$ cat src/rtl/serial_operand_loader.sv
// Deserialises two bit streams into parallel operand pairs with a valid/ready output slot.
// Optional macro OPLOAD_CIN_EN adds a trailing strobe that captures a carry-in from x1.
module serial_operand_loader #(
  parameter int WIDTH     = 16,
  parameter bit LSB_FIRST = 1'b1,
`ifdef OPLOAD_CIN_EN
  localparam int NBITS    = WIDTH + 1,
`else
  localparam int NBITS    = WIDTH,
`endif
  localparam int CNT_W    = $clog2(NBITS + 1)
) (
  input  logic             clk,
  input  logic             rst,
  input  logic             x1,
  input  logic             x2,
  input  logic             bit_stb,
  output logic             in_ready,
  output logic [WIDTH-1:0] a,
  output logic [WIDTH-1:0] b,
  output logic             cin,
  output logic             op_valid,
  input  logic             op_ready,
  output logic             overrun,
  output logic [CNT_W-1:0] bit_cnt
);

  typedef enum logic {FILL, FULL} state_t;

  state_t             state_q, state_d;
  logic [CNT_W-1:0]   cnt_q, cnt_d;
  logic [WIDTH-1:0]   sha_q, sha_d, shb_q, shb_d;
  logic [WIDTH-1:0]   a_q, a_d, b_q, b_d;
  logic               vld_q, vld_d, ovr_q, ovr_d;
  logic [WIDTH-1:0]   sha_nx, shb_nx;
`ifdef OPLOAD_CIN_EN
  logic               cin_q, cin_d, cinsh_q, cinsh_d;
`endif

  always_ff @(posedge clk) begin
    if (rst) begin
      state_q <= FILL;
      cnt_q   <= '0;
      sha_q   <= '0;
      shb_q   <= '0;
      a_q     <= '0;
      b_q     <= '0;
      vld_q   <= 1'b0;
      ovr_q   <= 1'b0;
`ifdef OPLOAD_CIN_EN
      cin_q   <= 1'b0;
      cinsh_q <= 1'b0;
`endif
    end else begin
      state_q <= state_d;
      cnt_q   <= cnt_d;
      sha_q   <= sha_d;
      shb_q   <= shb_d;
      a_q     <= a_d;
      b_q     <= b_d;
      vld_q   <= vld_d;
      ovr_q   <= ovr_d;
`ifdef OPLOAD_CIN_EN
      cin_q   <= cin_d;
      cinsh_q <= cinsh_d;
`endif
    end
  end

  always_comb begin
    if (LSB_FIRST) begin
      sha_nx = {x1, sha_q[WIDTH-1:1]};
      shb_nx = {x2, shb_q[WIDTH-1:1]};
    end else begin
      sha_nx = {sha_q[WIDTH-2:0], x1};
      shb_nx = {shb_q[WIDTH-2:0], x2};
    end
  end

  always_comb begin
    state_d = state_q;
    cnt_d   = cnt_q;
    sha_d   = sha_q;
    shb_d   = shb_q;
    a_d     = a_q;
    b_d     = b_q;
    vld_d   = vld_q;
    ovr_d   = ovr_q;
`ifdef OPLOAD_CIN_EN
    cin_d   = cin_q;
    cinsh_d = cinsh_q;
`endif
    // A consumed pair empties the slot unless a replacement loads below.
    if (vld_q && op_ready) vld_d = 1'b0;
    unique case (state_q)
      FILL: begin
        if (bit_stb) begin
`ifdef OPLOAD_CIN_EN
          if (cnt_q == CNT_W'(WIDTH)) begin
            cinsh_d = x1;
          end else begin
            sha_d = sha_nx;
            shb_d = shb_nx;
          end
`else
          sha_d = sha_nx;
          shb_d = shb_nx;
`endif
          if (cnt_q == CNT_W'(NBITS - 1)) begin
            if (!vld_q || op_ready) begin
              a_d   = sha_d;
              b_d   = shb_d;
`ifdef OPLOAD_CIN_EN
              cin_d = cinsh_d;
`endif
              vld_d = 1'b1;
              cnt_d = '0;
            end else begin
              cnt_d   = CNT_W'(NBITS);
              state_d = FULL;
            end
          end else begin
            cnt_d = cnt_q + 1'b1;
          end
        end
      end
      FULL: begin
        if (bit_stb) ovr_d = 1'b1;
        if (op_ready) begin
          a_d     = sha_q;
          b_d     = shb_q;
`ifdef OPLOAD_CIN_EN
          cin_d   = cinsh_q;
`endif
          vld_d   = 1'b1;
          cnt_d   = '0;
          state_d = FILL;
        end
      end
      default: state_d = FILL;
    endcase
  end

  assign in_ready = (state_q == FILL);
  assign a        = a_q;
  assign b        = b_q;
  assign op_valid = vld_q;
  assign overrun  = ovr_q;
  assign bit_cnt  = cnt_q;
`ifdef OPLOAD_CIN_EN
  assign cin      = cin_q;
`else
  assign cin      = 1'b0;
`endif

endmodule
$ cat config.mk
export PLATFORM = sky130hd
export DESIGN_NAME = serial_operand_loader
export DESIGN_NICKNAME = d
export VERILOG_FILES = /design/src/rtl/serial_operand_loader.sv
export SDC_FILE = /design/constraint.sdc
export NUM_CORES = 1
export LEC_CHECK = 0
export BUFFER_PORTS_ARGS = -buffer_cell sky130_fd_sc_hd__clkbuf_2
export CELL_PAD_IN_SITES_DETAIL_PLACEMENT = 0
export CELL_PAD_IN_SITES_GLOBAL_PLACEMENT = 1
export CORE_UTILIZATION = 46
export DETAILED_ROUTE_END_ITERATION = 7
export PLACE_DENSITY = 0.93
export SYNTH_ARGS = -nofsm -noshare
export SYNTH_HDL_FRONTEND = slang
export SYNTH_SLANG_ARGS = --single-unit
$ cat constraint.sdc
create_clock -name clk -period 4.35 [get_ports clk]
set_input_delay 1.0875 -clock clk [delete_from_list [all_inputs] [get_ports clk]]
set_output_delay 1.0875 -clock clk [all_outputs]
set_load 0.005 [all_outputs]
== Yosys cells after proc, flatten, opt, wreduce, memory -nomap -nowiden ==
Cells that the tools add are included.

* Register bits: 72
* Output and inout bits: 41
* Bits of input ports: 6
* Word-level logic and storage cells: 48

* Multiplexer cells: 26
* Add/sub/neg operators: 1
* Bitwise gates (word level): 1
* Reduce and logical (&&, ||, !) cells: 7
* Equal/unequal tests: 5

{| class="wikitable"
|+ Operators with widths
! kind !! count
|-
| two-way mux 16 bit || 8
|-
| case mux 16 bit (2 select lines) || 2
|-
| two-way mux 5 bit || 4
|-
| case mux 5 bit (2 select lines) || 1
|-
| two-way mux 1 bit || 9
|-
| AND reduction 2 bit || 3
|-
| adder 5 x 1 -> 5 bit, second input constant || 1
|-
| equality test 5 x 4 -> 1 bit, second input constant || 1
|-
| inequality test 2 x 1 -> 1 bit, second input constant || 2
|-
| inequality test 2 bit, second input constant || 2
|-
| case mux 1 bit (2 select lines) || 2
|-
| AND reduction 4 bit || 1
|-
| logical AND 1 bit || 1
|-
| zero test 1 bit || 1
|-
| logical OR 1 bit || 1
|-
| inverter 1 bit || 1
|}

== Depth between registers and ports, before layout ==
* Depth in word-level cells: 6
* Depth in mapped cells: 7

== Worst setup path before layout ==
No wires, ideal clock.

* Path kind: in2reg
* From: input bit_stb
* To: register a_q[0], in the netlist a[0]
* Required time: 4.204 ns
* Arrival: 1.931 ns
* Path buffers: 3
* Stages: 7
* Setup slack: 2.273 ns
* Setup time: 0.146 ns
* Cells stage by stage: nand2b_1 > buf_4 > o21ai_4 > and2_4 > buf_6 > buf_12 > a211oi_2

* Cells in the longest elaborated chain, start to end: 2

{| class="wikitable"
|+ RTL lines
! element !! line !! source
|-
| start, declared || 17 || <nowiki>input logic bit_stb,</nowiki>
|-
| inequality test 2 bit (no line) || -- ||
|-
| AND reduction 4 bit (no line) || -- ||
|-
| end signal, assigned || 46 || <nowiki>a_q <= '0;</nowiki>
|-
| end signal, assigned || 59 || <nowiki>a_q <= a_d;</nowiki>
|-
| end, declared || 33 || <nowiki>logic [WIDTH-1:0] a_q, a_d, b_q, b_d;</nowiki>
|}

No other way between the ends.
A chain may end at the register's enable or synchronous reset.

== Final worst setup path ==
* From: input op_ready
* To: register b_q[10], in the netlist b[10]

* Cells in the longest elaborated chain, start to end: 3
* Elaborated cells on any way between the ends: 4
* Classes of those cells: eq/ne (2); reduce/logical (2)

{| class="wikitable"
|+ RTL lines
! element !! line !! source
|-
| start, declared || 23 || <nowiki>input logic op_ready,</nowiki>
|-
| logical OR 1 bit || 110 || <nowiki>if (!vld_q || op_ready) begin</nowiki>
|-
| inequality test 2 x 1 -> 1 bit (no line) || -- ||
|-
| AND reduction 4 bit (no line) (*) || -- ||
|-
| end signal, assigned || 47 || <nowiki>b_q <= '0;</nowiki>
|-
| end signal, assigned || 60 || <nowiki>b_q <= b_d;</nowiki>
|-
| end, declared || 33 ||
|}

Mark *: on every way between the ends. The rest lies on a longest branch, timed or not.

==> flow_metrics.py <==
metrics = {
    "synthesis": {
        "ys_ff_latch": 72,
        "synthDistinctLibCells": 29,
        "ys_async_sr_fraction": 0,
        "syn_nets": 339,
        "ys.flop_type": "dfxtp_1",
        "yosys_warnings": 0,
        "syn_avg_cell_area_um2": 9.49,
        "synth_seq_area_share": 0.458,
        "synth-edff-count": 0,
        "netlist_instances": 332,
        "syn-cell-area_um2": 3150,
    },
    "routing": {
        "routed-wl-met2_um": 2920,
        "m1WireLength_um": 2930,
        "dr.pass1.iters": 8,
        "drc": 2,
        "wl_met3_um": 258,
        "highest_layer": "met4",
        "avgRoutedWirePerCell_um": 13.9,
        "drt_wl_total_um": 6200,
        "ant_nets": 0,
        "vias": 2409,
        "viasPerCell": 5.41,
        "drt_iter0_drc": 94,
    },
    "power_and_ir_drop": {
        "pwr_density_cell_nw_per_um2": 340,
        "peakVddDrop_v": 0.000178,
        "p_leak_nw": 1.17,
    },
    "place": {
        "place_area_um2": 3320,
        "portBuffers": 45,
        "dpl.hpwl_um": 3850,
        "place_congestion": 0.783,
        "dpl_worst_slack_ns": 1.50,
    },
    "worst_setup_path": {
        "max_stage_delay_ns": 0.54,
        "critPathSlowestCell": "and2_4",
        "worstPathArrival_ns": 2.70,
        "start_kind": "input port",
        "crit_type": "in2reg",
        "endpoint_kind": "flip-flop",
        "crit_chain": "clkbuf_2, nand2b_1, buf_4, and2_4, a211oi_2",
        "cp.required_ns": 4.54,
        "critPathMaxFanout": 32,
    },
    "clock_tree": {
        "cts_resized": 0,
        "clk_latency_ns": 0.34,
        "numClockSinks": 72,
        "tritoncts": "built",
        "clk_pin_slew_ns": 0.07,
        "cts.path.max_buffers": 2,
        "cts_htree_levels": 3,
        "clockRootBuffer": "clkbuf_8",
        "numCtsBuffers": 9,
        "postCtsSetupBuffers": 0,
        "cts_hold_buffers": 0,
    },
    "status": {
        "failed_checks": "DRC",
        "outcome": "finished, violations left",
    },
    "final_layout": {
        "diodes": 0,
        "finalNetCount": 370,
        "drive_gt1_frac": 0.280,
        "fillers": 584,
        "design_area_um2": 3500,
        "syn2layout_area_growth_pct": 11.2,
        "layout_common_cells": "a21oi_1, dfxtp_1, nand2_1",
        "final_util": 0.539,
    },
    "grt": {
        "grt_max_degree": 39,
        "gr-usage-all-layers": 0.182,
        "grt_antenna_before_repair": 0,
        "grt_overflow": 0,
        "grt_pass1_vias": 2220,
        "grt_pass1_wl_um": 10400,
    },
    "timing": {
        "maxSlewHeadroom": 0.420,
        "tightest_slew_ns": 0.870,
        "period_needed_ns": 2.52,
        "setup_tns_ns": 0,
        "fmax_mhz": 397,
        "rsz0062_at_grt": "false",
        "fin_crit_sh": 0.579,
        "drv_slew": 0,
        "hold_violations": 0,
        "setup_violations": 0,
        "whs_ns": 0.456,
        "setup_slack_ns": 1.83,
        "skew_ns": 0.00725,
    },
    "floorplan": {
        "rows": 29,
        "io_pins": 47,
        "initial_core_util": 0.485,
        "dieHeight_um": 84.7,
        "dieArea_um2": 7180,
        "die_w_um": 84.7,
        "core_um2": 6490,
    },
    "hold_path": {
        "min_path_type": "reg2reg",
    },
    "flow_run": {
        "cap_violations": 0,
    },
}
-- where the power goes --
group | internal, mW | switching (mW)
Sequential | 0.662 | 0.00368
Combinational | 0.00974 | 0.0302
Clock | 0.251 | 0.232
Total | 0.923 | 0.266
-- sequential cells by signal, indices dropped and copies added, names as in the netlist --
signal	cells
bit_cnt	5
sha_q	16
op_valid	1
overrun	1
state_q	1
shb_q	16
b	16
a	16
-- final cells by class --
class | instances | area, um^2 | share of cell area
Multi-Input combinational cell | 227 | 1500 | 0.428
Sequential cell | 72 | 1440 | 0.412
Timing Repair Buffer | 52 | 278 | 0.0793
Clock buffer | 13 | 169 | 0.0482
Tap cell | 77 | 96.3 | 0.0275
Clock inverter | 3 | 15.0 | 0.00429
Inverter | 1 | 3.75 | 0.00107
-- worst paths after layout --
path	slack (ns)	end	depth (start not counted)	from
max	1.83	b[10]	5	op_ready
min	0.46	sha_q[0]	2	sha_q[0]
max reg2reg	2.24	b[10]	6	state_q
min reg2reg	0.46	sha_q[0]	2	sha_q[0]
-- routing by layer --
metal	GRT usage	vias to the layer above
met5	0	-
met4	0.0693	0
met3	0.0492	10
met2	0.296	54
met1	0.232	1123
li1	-	1222
-- Yosys cell counts (2+ instances only) --
cell type / number / area (um^2)
a211oi_2: 30 / 375
buf_4: 6 / 45.0
nand3_1: 2 / 10.0
buf_2: 8 / 40.0
mux2i_1: 32 / 320
a211oi_1: 2 / 15.0
nand2b_1: 2 / 12.5
nor2_1: 5 / 18.8
nor3_1: 3 / 15.0
buf_12: 3 / 60.1
dfxtp_1: 72 / 1440
nand4_1: 2 / 12.5
a21oi_1: 71 / 355
nand2_1: 67 / 251
clkbuf_1: 13 / 48.8
-- critical path, delay by kind of cell --
kind / cells / cell delay, ns
AO/OA/AOI/OAI: 1 / 0.14
AND/OR/NAND/NOR: 2 / 0.98
buffers and inverters: 2 / 0.47
-- per-stage QoR --
| stage | total power [mW] | instances |
|---|---|---|
| global placement | 0.720 | 429 |
| detailed placement | 0.721 | 429 |
| global route | 1.23 | 445 |
| floorplan | 0.710 | 332 |
| CTS | 1.20 | 445 |
| finish | 1.19 | 445 |
-- logic make-up after synthesis --
group / count (synthesis) / share of synthesized area
other cells: 1 / 0.00119
mux: 32 / 0.102
simple gates: 87 / 0.120
buf+inv: 33 / 0.0675
fa+ha+maj: 1 / 0.00397
flops: 72 / 0.458
xor+xnor: 1 / 0.00278
compound gates: 105 / 0.245
Power figures use the tool's default switching activity.
